===== src/rtl/fetch_sequencer_pkg.sv =====
// Shared definitions for the fetch sequencer: FSM state encodings, default
// halt/NOP encodings and a helper that sizes the drain counter.
package fetch_sequencer_pkg;

  typedef enum logic [2:0] {
    ST_IDLE  = 3'd0,
    ST_RUN   = 3'd1,
    ST_STEP  = 3'd2,
    ST_DRAIN = 3'd3,
    ST_HALT  = 3'd4
  } state_t;

  localparam logic [31:0] HALT_INSTR_DEF   = 32'hFFFF_FFFF;
  localparam logic [31:0] NOP_INSTR        = 32'h0000_0000;
  localparam int          DRAIN_CYCLES_DEF = 4;

  // A counter that must hold values 0..n-1 needs at least one bit.
  function automatic int drain_width(input int n);
    return (n > 1) ? $clog2(n) : 1;
  endfunction

endpackage


===== src/rtl/fetch_sequencer_drain_counter.sv =====
// Loadable down-counter with a zero flag; counts the cycles the pipeline keeps
// advancing after a halt instruction is detected.
module fetch_sequencer_drain_counter #(
  parameter int W = 2
) (
  input  logic         clk,
  input  logic         reset,
  input  logic         i_load,
  input  logic [W-1:0] i_load_val,
  input  logic         i_dec,
  output logic [W-1:0] o_count,
  output logic         o_zero
);

  logic [W-1:0] r_count;

  // NOTE: sequential state is written with <= so every flop samples the
  // pre-edge values; blocking = here would create order-dependent races.
  always_ff @(posedge clk or posedge reset) begin
    if (reset) begin
      r_count <= '0;
    end else if (i_load) begin
      r_count <= i_load_val;
    end else if (i_dec && (r_count != '0)) begin
      r_count <= r_count - W'(1);
    end
  end

  assign o_count = r_count;
  assign o_zero  = (r_count == '0);

endmodule


===== src/rtl/fetch_sequencer.sv =====
// Fetch-stage sequencer: arbitrates debug run/step/stop, hazard stalls and taken
// control transfers, and drains the pipeline after the halt instruction.
module fetch_sequencer
  import fetch_sequencer_pkg::*;
#(
  parameter int                 INSTR_W      = 32,
  parameter logic [INSTR_W-1:0] HALT_INSTR   = INSTR_W'(HALT_INSTR_DEF),
  parameter int                 DRAIN_CYCLES = DRAIN_CYCLES_DEF,
  parameter int                 CNT_W        = 32
) (
  input  logic               clk,
  input  logic               reset,
  input  logic               cmd_run,
  input  logic               cmd_step,
  input  logic               cmd_stop,
  input  logic               stall,
  input  logic               PC_Src,
  input  logic               jump_any,
  input  logic [INSTR_W-1:0] instr_in,
  output logic               PC_Wr,
  output logic               IF_ID_Wr,
  output logic               IF_ID_flush,
  output logic               db_ena,
  output logic               halted,
  output logic [CNT_W-1:0]   cycles,
  output logic [2:0]         state
);

  localparam int DRAIN_W = drain_width(DRAIN_CYCLES);

  state_t             r_state;
  logic [CNT_W-1:0]   r_cycles;

  logic               w_adv;
  logic               w_in_drain;
  logic               w_flush_cond;
  logic               w_halt_hit;
  logic               w_drain_load;
  logic               w_drain_zero;
  logic [DRAIN_W-1:0] w_drain_count;

  assign w_adv        = (r_state == ST_RUN) || (r_state == ST_STEP) || (r_state == ST_DRAIN);
  assign w_in_drain   = (r_state == ST_DRAIN);
  assign w_flush_cond = (PC_Src | jump_any) & ~stall;

  // A halt word sitting behind a taken branch/jump is squashed, not executed.
  assign w_halt_hit   = w_adv & ~w_in_drain & (instr_in == HALT_INSTR) & ~w_flush_cond;
  assign w_drain_load = w_halt_hit;

  // Enables are combinational so a stall or redirect acts in the same cycle.
  assign db_ena      = w_adv;
  assign PC_Wr       = w_adv & ~w_in_drain & ~stall & ~w_halt_hit;
  assign IF_ID_Wr    = w_adv & ~stall;
  assign IF_ID_flush = w_adv & ~stall & (w_flush_cond | w_halt_hit | w_in_drain);
  assign halted      = (r_state == ST_HALT);
  assign cycles      = r_cycles;
  assign state       = r_state;

  fetch_sequencer_drain_counter #(
    .W (DRAIN_W)
  ) u_drain_counter (
    .clk        (clk),
    .reset      (reset),
    .i_load     (w_drain_load),
    .i_load_val (DRAIN_W'(DRAIN_CYCLES - 1)),
    .i_dec      (w_in_drain),
    .o_count    (w_drain_count),
    .o_zero     (w_drain_zero)
  );

  always_ff @(posedge clk or posedge reset) begin
    if (reset) begin
      r_state <= ST_IDLE;
    end else begin
      case (r_state)
        ST_IDLE: begin
          if (cmd_run) begin
            r_state <= ST_RUN;
          end else if (cmd_step) begin
            r_state <= ST_STEP;
          end
        end
        ST_RUN: begin
          if (w_halt_hit) begin
            r_state <= ST_DRAIN;
          end else if (cmd_stop) begin
            r_state <= ST_IDLE;
          end
        end
        ST_STEP: begin
          r_state <= w_halt_hit ? ST_DRAIN : ST_IDLE;
        end
        ST_DRAIN: begin
          if (w_drain_zero) begin
            r_state <= ST_HALT;
          end
        end
        ST_HALT: begin
          r_state <= ST_HALT;
        end
        default: begin
          r_state <= ST_IDLE;
        end
      endcase
    end
  end

  // Counts every cycle the pipeline advances; saturates instead of wrapping.
  always_ff @(posedge clk or posedge reset) begin
    if (reset) begin
      r_cycles <= '0;
    end else if (w_adv && (r_cycles != {CNT_W{1'b1}})) begin
      r_cycles <= r_cycles + CNT_W'(1);
    end
  end

endmodule

===== config.mk =====
export PLATFORM = sky130hd
export DESIGN_NAME = fetch_sequencer
export DESIGN_NICKNAME = d
export VERILOG_FILES = /design/src/rtl/fetch_sequencer_pkg.sv /design/src/rtl/fetch_sequencer_drain_counter.sv /design/src/rtl/fetch_sequencer.sv
export SDC_FILE = /design/constraint.sdc
export NUM_CORES = 1
export LEC_CHECK = 0
export BUFFER_PORTS_ARGS = -buffer_cell sky130_fd_sc_hd__clkbuf_2
export CAP_MARGIN = 20
export CORE_ASPECT_RATIO = 0.8
export CORE_MARGIN = 1.5
export CORE_UTILIZATION = 45
export DETAILED_ROUTE_END_ITERATION = 6
export GPL_TIMING_DRIVEN = 0
export PLACE_DENSITY = 0.8
export SLEW_MARGIN = 0
export SYNTH_ARGS = -nofsm -noshare
export SYNTH_HDL_FRONTEND = slang
export SYNTH_HIERARCHICAL = 1
export SYNTH_SLANG_ARGS = --single-unit

===== constraint.sdc =====
create_clock -name clk -period 2.1 [get_ports clk]
set_input_delay 0.42 -clock clk [delete_from_list [all_inputs] [get_ports clk]]
set_output_delay 0.42 -clock clk [all_outputs]
set_load 0.03 [all_outputs]

# Word level (Yosys, flattened, before mapping)
# Index checks and enable logic that the tools add are counted.
# classes
n_addsub	2
eq_ne	9
n_mux	9
n_bitwise	15
n_reduce_logical	9
# ops
operator	n
$add A32 B1 Y32 const B	1
$eq A32 B32 Y1 const B	1
$ne A32 B32 Y1 const B	1
$mux W3	5
$pmux W3 S5	1
$and A1 B1 Y1	8
$eq A3 B2 Y1 const B	2
$mux W2	3
$ne A3 B3 Y1 const B	2
$not A1 Y1	4
$reduce_bool A2 Y1	2
$eq A3 B1 Y1 const B	1
$eq A3 B3 Y1 const B	1
$logic_not A3 Y1	1
$or A1 B1 Y1	3
$reduce_and A3 Y1	1
$logic_and A1 B1 Y1	2
$logic_not A2 Y1	1
$logic_or A1 B1 Y1	2
$ne A2 B2 Y1 const B	1
$sub A2 B1 Y2 const B	1
# totals
reg_bits	37
in_bits	40

# Depth between registers and ports, before layout
# depth
ltp_word	9
mapped_depth	7
depth_no_buf	6

# By module
# Netlist, hierarchy kept.
# by_module_without_submodules
module	n_inst	cells_per_inst	area_each_um2	seq_area_each_um2
fetch_sequencer	1	188	1866.8	875.8
fetch_sequencer_drain_counter	1	13	135.1	50.0

# Least setup slack after synthesis
# Ideal clock, no wire load.
# synth_timing
path_kind	flip-flop to output port
startpoint	reg r_state[0], in the netlist state[0]
endpoint	out PC_Wr
arrival_time_ns	2.021
slack_ns	-0.341
stages_incl_launch_ff	7
n_path_buf	1
cell_sequence	dfrtp_1 -> buf_2 -> xnor2_1 -> nor2_1 -> nand3_1 -> nor2_1 -> nor4_1
# synth_via
elab_chain_cells	8
elab_cells_between_ends	12
classes_between	eq/ne: 3; bitwise: 7; reduce/logical: 2
# synth_rtl
item	line	text
start, declared	fetch_sequencer.sv:31	state_t r_state;
start signal, assigned	fetch_sequencer.sv:91	r_state <= w_halt_hit ? ST_DRAIN : ST_IDLE;
$eq A3 B1 Y1 or $eq A3 B2 Y1 (tied branches)	fetch_sequencer.sv:42	assign w_adv = (r_state == ST_RUN) || (r_state == ST_STEP) || (r_state == ST_DRAIN);
$logic_or A1 B1 Y1 (2 in series)	fetch_sequencer.sv:42	
$and A1 B1 Y1 (*) (3 in series)	fetch_sequencer.sv:47	assign w_halt_hit = w_adv & ~w_in_drain & (instr_in == HALT_INSTR) & ~w_flush_cond;
via w_drain_load	fetch_sequencer.sv:38	logic w_drain_load;
$not A1 Y1 (*)	fetch_sequencer.sv:52	assign PC_Wr = w_adv & ~w_in_drain & ~stall & ~w_halt_hit;
$and A1 B1 Y1 (*)	fetch_sequencer.sv:52	
end, declared	fetch_sequencer.sv:20	output logic PC_Wr,
# The timed path passes the listed nets; every way through them passes the cells marked *.

# Worst setup path in the final report
# layout_timing
startpoint	reg r_state[0], in the netlist state[0]
endpoint	out IF_ID_flush
# layout_via
elab_chain_cells	9
elab_cells_between_ends	13
classes_between	eq/ne: 3; bitwise: 8; reduce/logical: 2
# layout_rtl
item	line	text
$eq A3 B1 Y1 or $eq A3 B2 Y1 (tied branches)	fetch_sequencer.sv:42	
$logic_or A1 B1 Y1 (2 in series)	fetch_sequencer.sv:42	
$and A1 B1 Y1 (3 in series)	fetch_sequencer.sv:47	
$or A1 B1 Y1 (2 in series)	fetch_sequencer.sv:54	assign IF_ID_flush = w_adv & ~stall & (w_flush_cond | w_halt_hit | w_in_drain);
$and A1 B1 Y1 (*)	fetch_sequencer.sv:54	
end, declared	fetch_sequencer.sv:22	output logic IF_ID_flush,
# Every way passes the cells marked *; elsewhere a longest branch is shown, timed or not.

==> results.env <==
DRT_FIRST_PASS_ITERS=6
POST_SYNTHESIS_INSTANCE_TOTAL=201
ARRIVAL_NS=1.66
WORST_SETUP_PATH_START_KIND='register'
LEADING_CELL_TYPES_IN_THE_LAYOUT_FILL_AND_TAPS_EXCLUDED='77 x clkbuf_2, 35 x dfrtp_1, 23 x xnor2_1'
HP-CLASS='in2reg'
CLOCK_TREE.HTREE_LEVEL_COUNT=2
MULTIINPUTGATEAREA_UM2=1124
CTS.REPORTEDPATHS.CLKPINSLEW_NS=0.08
POWER.DENSITY_nW_PER_UM2=925.9
PORT_BUFFERS=79
CLK_ROOT_BUFFER_CELL='clkbuf_8'
CP_SLOWEST_STAGE_DELAY_NS=0.39
DRT-VIAS-PER-INSTANCE=5.356
CORE_AREA_UM2=4230
GLOBAL_ROUTE_WIRE_LENGTH_BEFORE_REPAIR_UM=8832
FINCLKSKEW_NS=0.009868
LAYOUT.NETS=338
LAYOUT_MIN_CYCLE_TIME_NS=2.082
WORST_EP_REQUIRED_TIME_NS=1.68
YOSYSWARNINGS=6
REG2REG_DEPTH=5
SYNTH_AREA_PER_CELL_UM2=9.960
YS_TYPES=40
POSTSYNTH.ASYNCRESETSHARE_PCT=100.0
VIA_COUNT_OF_THE_FIRST_GLOBAL_ROUTING_PASS=1851
WIRE_LENGTH_PER_CELL_UM=14.93
WORSTPATHMAXFANOUT=4
DR_VIAS=1896
TIMING.FINAL.HOLD_VIOLATIONS=0
CRITPATHTOPFAMILY='flip-flops'
INITIAL_CORE_UTIL_PCT=47.32
SLEW_VIOLATIONS=0
TOTAL_OF_MAX_CAP_VIOLATIONS=0
TIMING.CRITICAL_PATH.TO_TYPE='primary output'
TIMING.MAX_SLEW.REL_SLACK_PCT=60.37
GRT_MAX_DEGREE=23
DRIVE_ABOVE_1_SHARE_PCT=41.08
ANTENNA_FOUND_INITIAL=0
WORST-SLEW-PIN-TRANSITION_NS=0.5939
LAYOUT.FILLER_CELLS=343
FF_LATCH_AREA_UM2=928.4
WHS_PATH_DEPTH=3
CLOCK_TREE.BUFFER_DEPTH=2
UTILIZATION_PCT=66.43
POST_SYNTH_INSTANCE_AREA_UM2=2002
GP_CONGESTION=0.7507
MOSTFREQUENTLAYOUTCELL='clkbuf_2'
SYNTHTOLAYOUTAREAGROWTH_PCT=40.38
TRITONCTS='done'
CRITPATHKIND='reg2out'
SYNTH-EDFF-COUNT=0
DIE-HEIGHT_UM=62.66
POWER.LEAKAGE_nW=1.379
FMAX_MHz=480.4
PLACEMENTROWS=21
WORST_PATH_MAX_DELAY_CELL='dfrtp_1'
CTS_INSERTED_BUFFERS=5
CLOCK-SINKS=37
SYNTH_SEQ_CELLS=37
MOST_INSTANTIATED_FLIP_FLOP_CELL_IN_THE_SYNTHESIS_NETLIST='dfrtp_1'
OUTCOME='completed'
SYNTH.YOSYS.SEQ_AREA_SHARE_PCT=46.25
GLOBAL_ROUTE.USAGE.TOTAL_PCT=23.20
WORST_HOLD_SLACK_NS=0.4435
GRT_OVERFLOW_TOTAL=0
INSERTEDDIODECOUNT=0
NUMBER_OF_GATES_ON_THE_WORST_PATH_WITH_BUFFERS_COUNTED=6
RSZ0062_AT_GRT='true'
IOS=80
DETAIL_ROUTE.DRC_VIOLATIONS=0
LAYOUT_WORST_PATH_CYCLE_SHARE_PCT=99.12
FINAL_ANTENNA_NET_COUNT=0
WP_BUF_INV=2
DETAIL_ROUTE.WIRELENGTH_UM=5285
INITIALDRTVIOLATIONCOUNT=113
CRIT_PATH_CELL_TRACE='buf_6 > xnor2_4 > nor2_2 > nand3_2 > a311oi_2 > clkbuf_8'
VDD_DROP_MAX_mV=0.9028
CLOCK_INSERTION_DELAY_WORST_SKEW_NS=0.29
TIMING.FINAL.SETUP_VIOLATIONS=0
DESIGN.DIE.AREA_UM2=4860
PLACE_HPWL_UM=3674
HORIZ_DIE_DIM_UM=77.57
[metrics by stage]
| step | worst slack [ns] | instances | cell area [um^2] | TNS, ns | total power, mW |
|---|---|---|---|---|---|
| finish | 0.01842 | 354 | 2810 | 0 | 2.602 |
| global placement | -0.07733 | 338 | 2485 | -0.2206 | 1.711 |
| detailed placement | -0.1698 | 339 | 2512 | -0.4378 | 1.735 |
| floorplan | -0.04706 | 202 | 2018 | -0.04706 | 1.483 |
| CTS | 0.0003089 | 349 | 2724 | 0 | 2.560 |
| global route | -0.04880 | 354 | 2810 | -0.1184 | 2.722 |
[sequential cells by signal (all words and copies together) (netlist names)]
name	cells
state	3
cycles	32
u_drain_counter/o_count	2
[Yosys cell counts, drive strengths merged, types with 4 or more instances]
| master | instances | area share (%) |
|---|---|---|
| nand4 | 20 | 6.3 |
| xor2 | 5 | 2.2 |
| inv | 8 | 1.5 |
| nor3 | 4 | 1.0 |
| nand2 | 11 | 2.1 |
| dfrtp | 37 | 46 |
| and3 | 9 | 2.8 |
| xnor2 | 24 | 10 |
| nor2 | 18 | 3.4 |
| nand3 | 20 | 5.0 |
[layout make-up]
class | count | area share (%)
multi-input cells | 153 | 39.98
plain buffers | 3 | 0.9350
flip-flops and latches | 37 | 33.04
repair buffers | 87 | 17.41
clock buffers | 5 | 2.449
clock inverters | 3 | 2.315
well taps | 57 | 2.538
inverters | 9 | 1.336
[worst reg2reg max path: cells and delay by family (launching register included)]
family | cells | cell delay (ns)
compound gates | 1 | 0.36
xor+xnor | 1 | 0.14
flops | 1 | 0.48
simple gates | 3 | 0.97
[layer usage]
| metal | up-vias | share of wire (%) | GRT usage, % |
|---|---|---|---|
| met5 | - | 0 | 0 |
| met4 | 0 | 2.4 | 11.36 |
| met3 | 11 | 3.8 | 4.380 |
| met2 | 52 | 49 | 36.18 |
| met1 | 921 | 45 | 31.04 |
| li1 | 912 | - | - |
[final timing paths]
check | startpoint | endpoint | slack [ns]
setup / recovery | state[0] | IF_ID_flush | 0.02
hold / removal | cmd_step | state[1] | 0.44
setup reg to reg | cycles[8] | cycles[10] | 0.04
hold reg to reg | cycles[26] | cycles[26] | 0.50
max in group asynchronous | reset | state[1] | 0.84
min in group asynchronous | reset | u_drain_counter/o_count[1] | 0.51
[logic make-up after synthesis]
logic type,Yosys count,share of synthesized area (%)
compound gates,12,5.626
other cells,1,0.1873
buf+inv,12,2.563
simple gates,106,30.31
fa+ha+maj,2,1.250
xor+xnor,29,12.69
mux,2,1.125
flops,37,46.25
[what timing repair did]
action,CTS,global route
buffers inserted,1,5
resized for setup,14,14
setup endpoints to repair,5,15
endpoints found under the hold margin,2,0
hold buffers,1,0
pin swaps,2,3
[power by group]
| part | internal, mW | total, mW | switching, mW |
|---|---|---|---|
| Sequential | 0.801 | 0.930 | 0.129 |
| Combinational | 0.372 | 0.936 | 0.563 |
| Clock | 0.472 | 0.736 | 0.264 |
| Total | 1.65 | 2.60 | 0.957 |
Note: power is estimated with default switching activity, not from simulation.
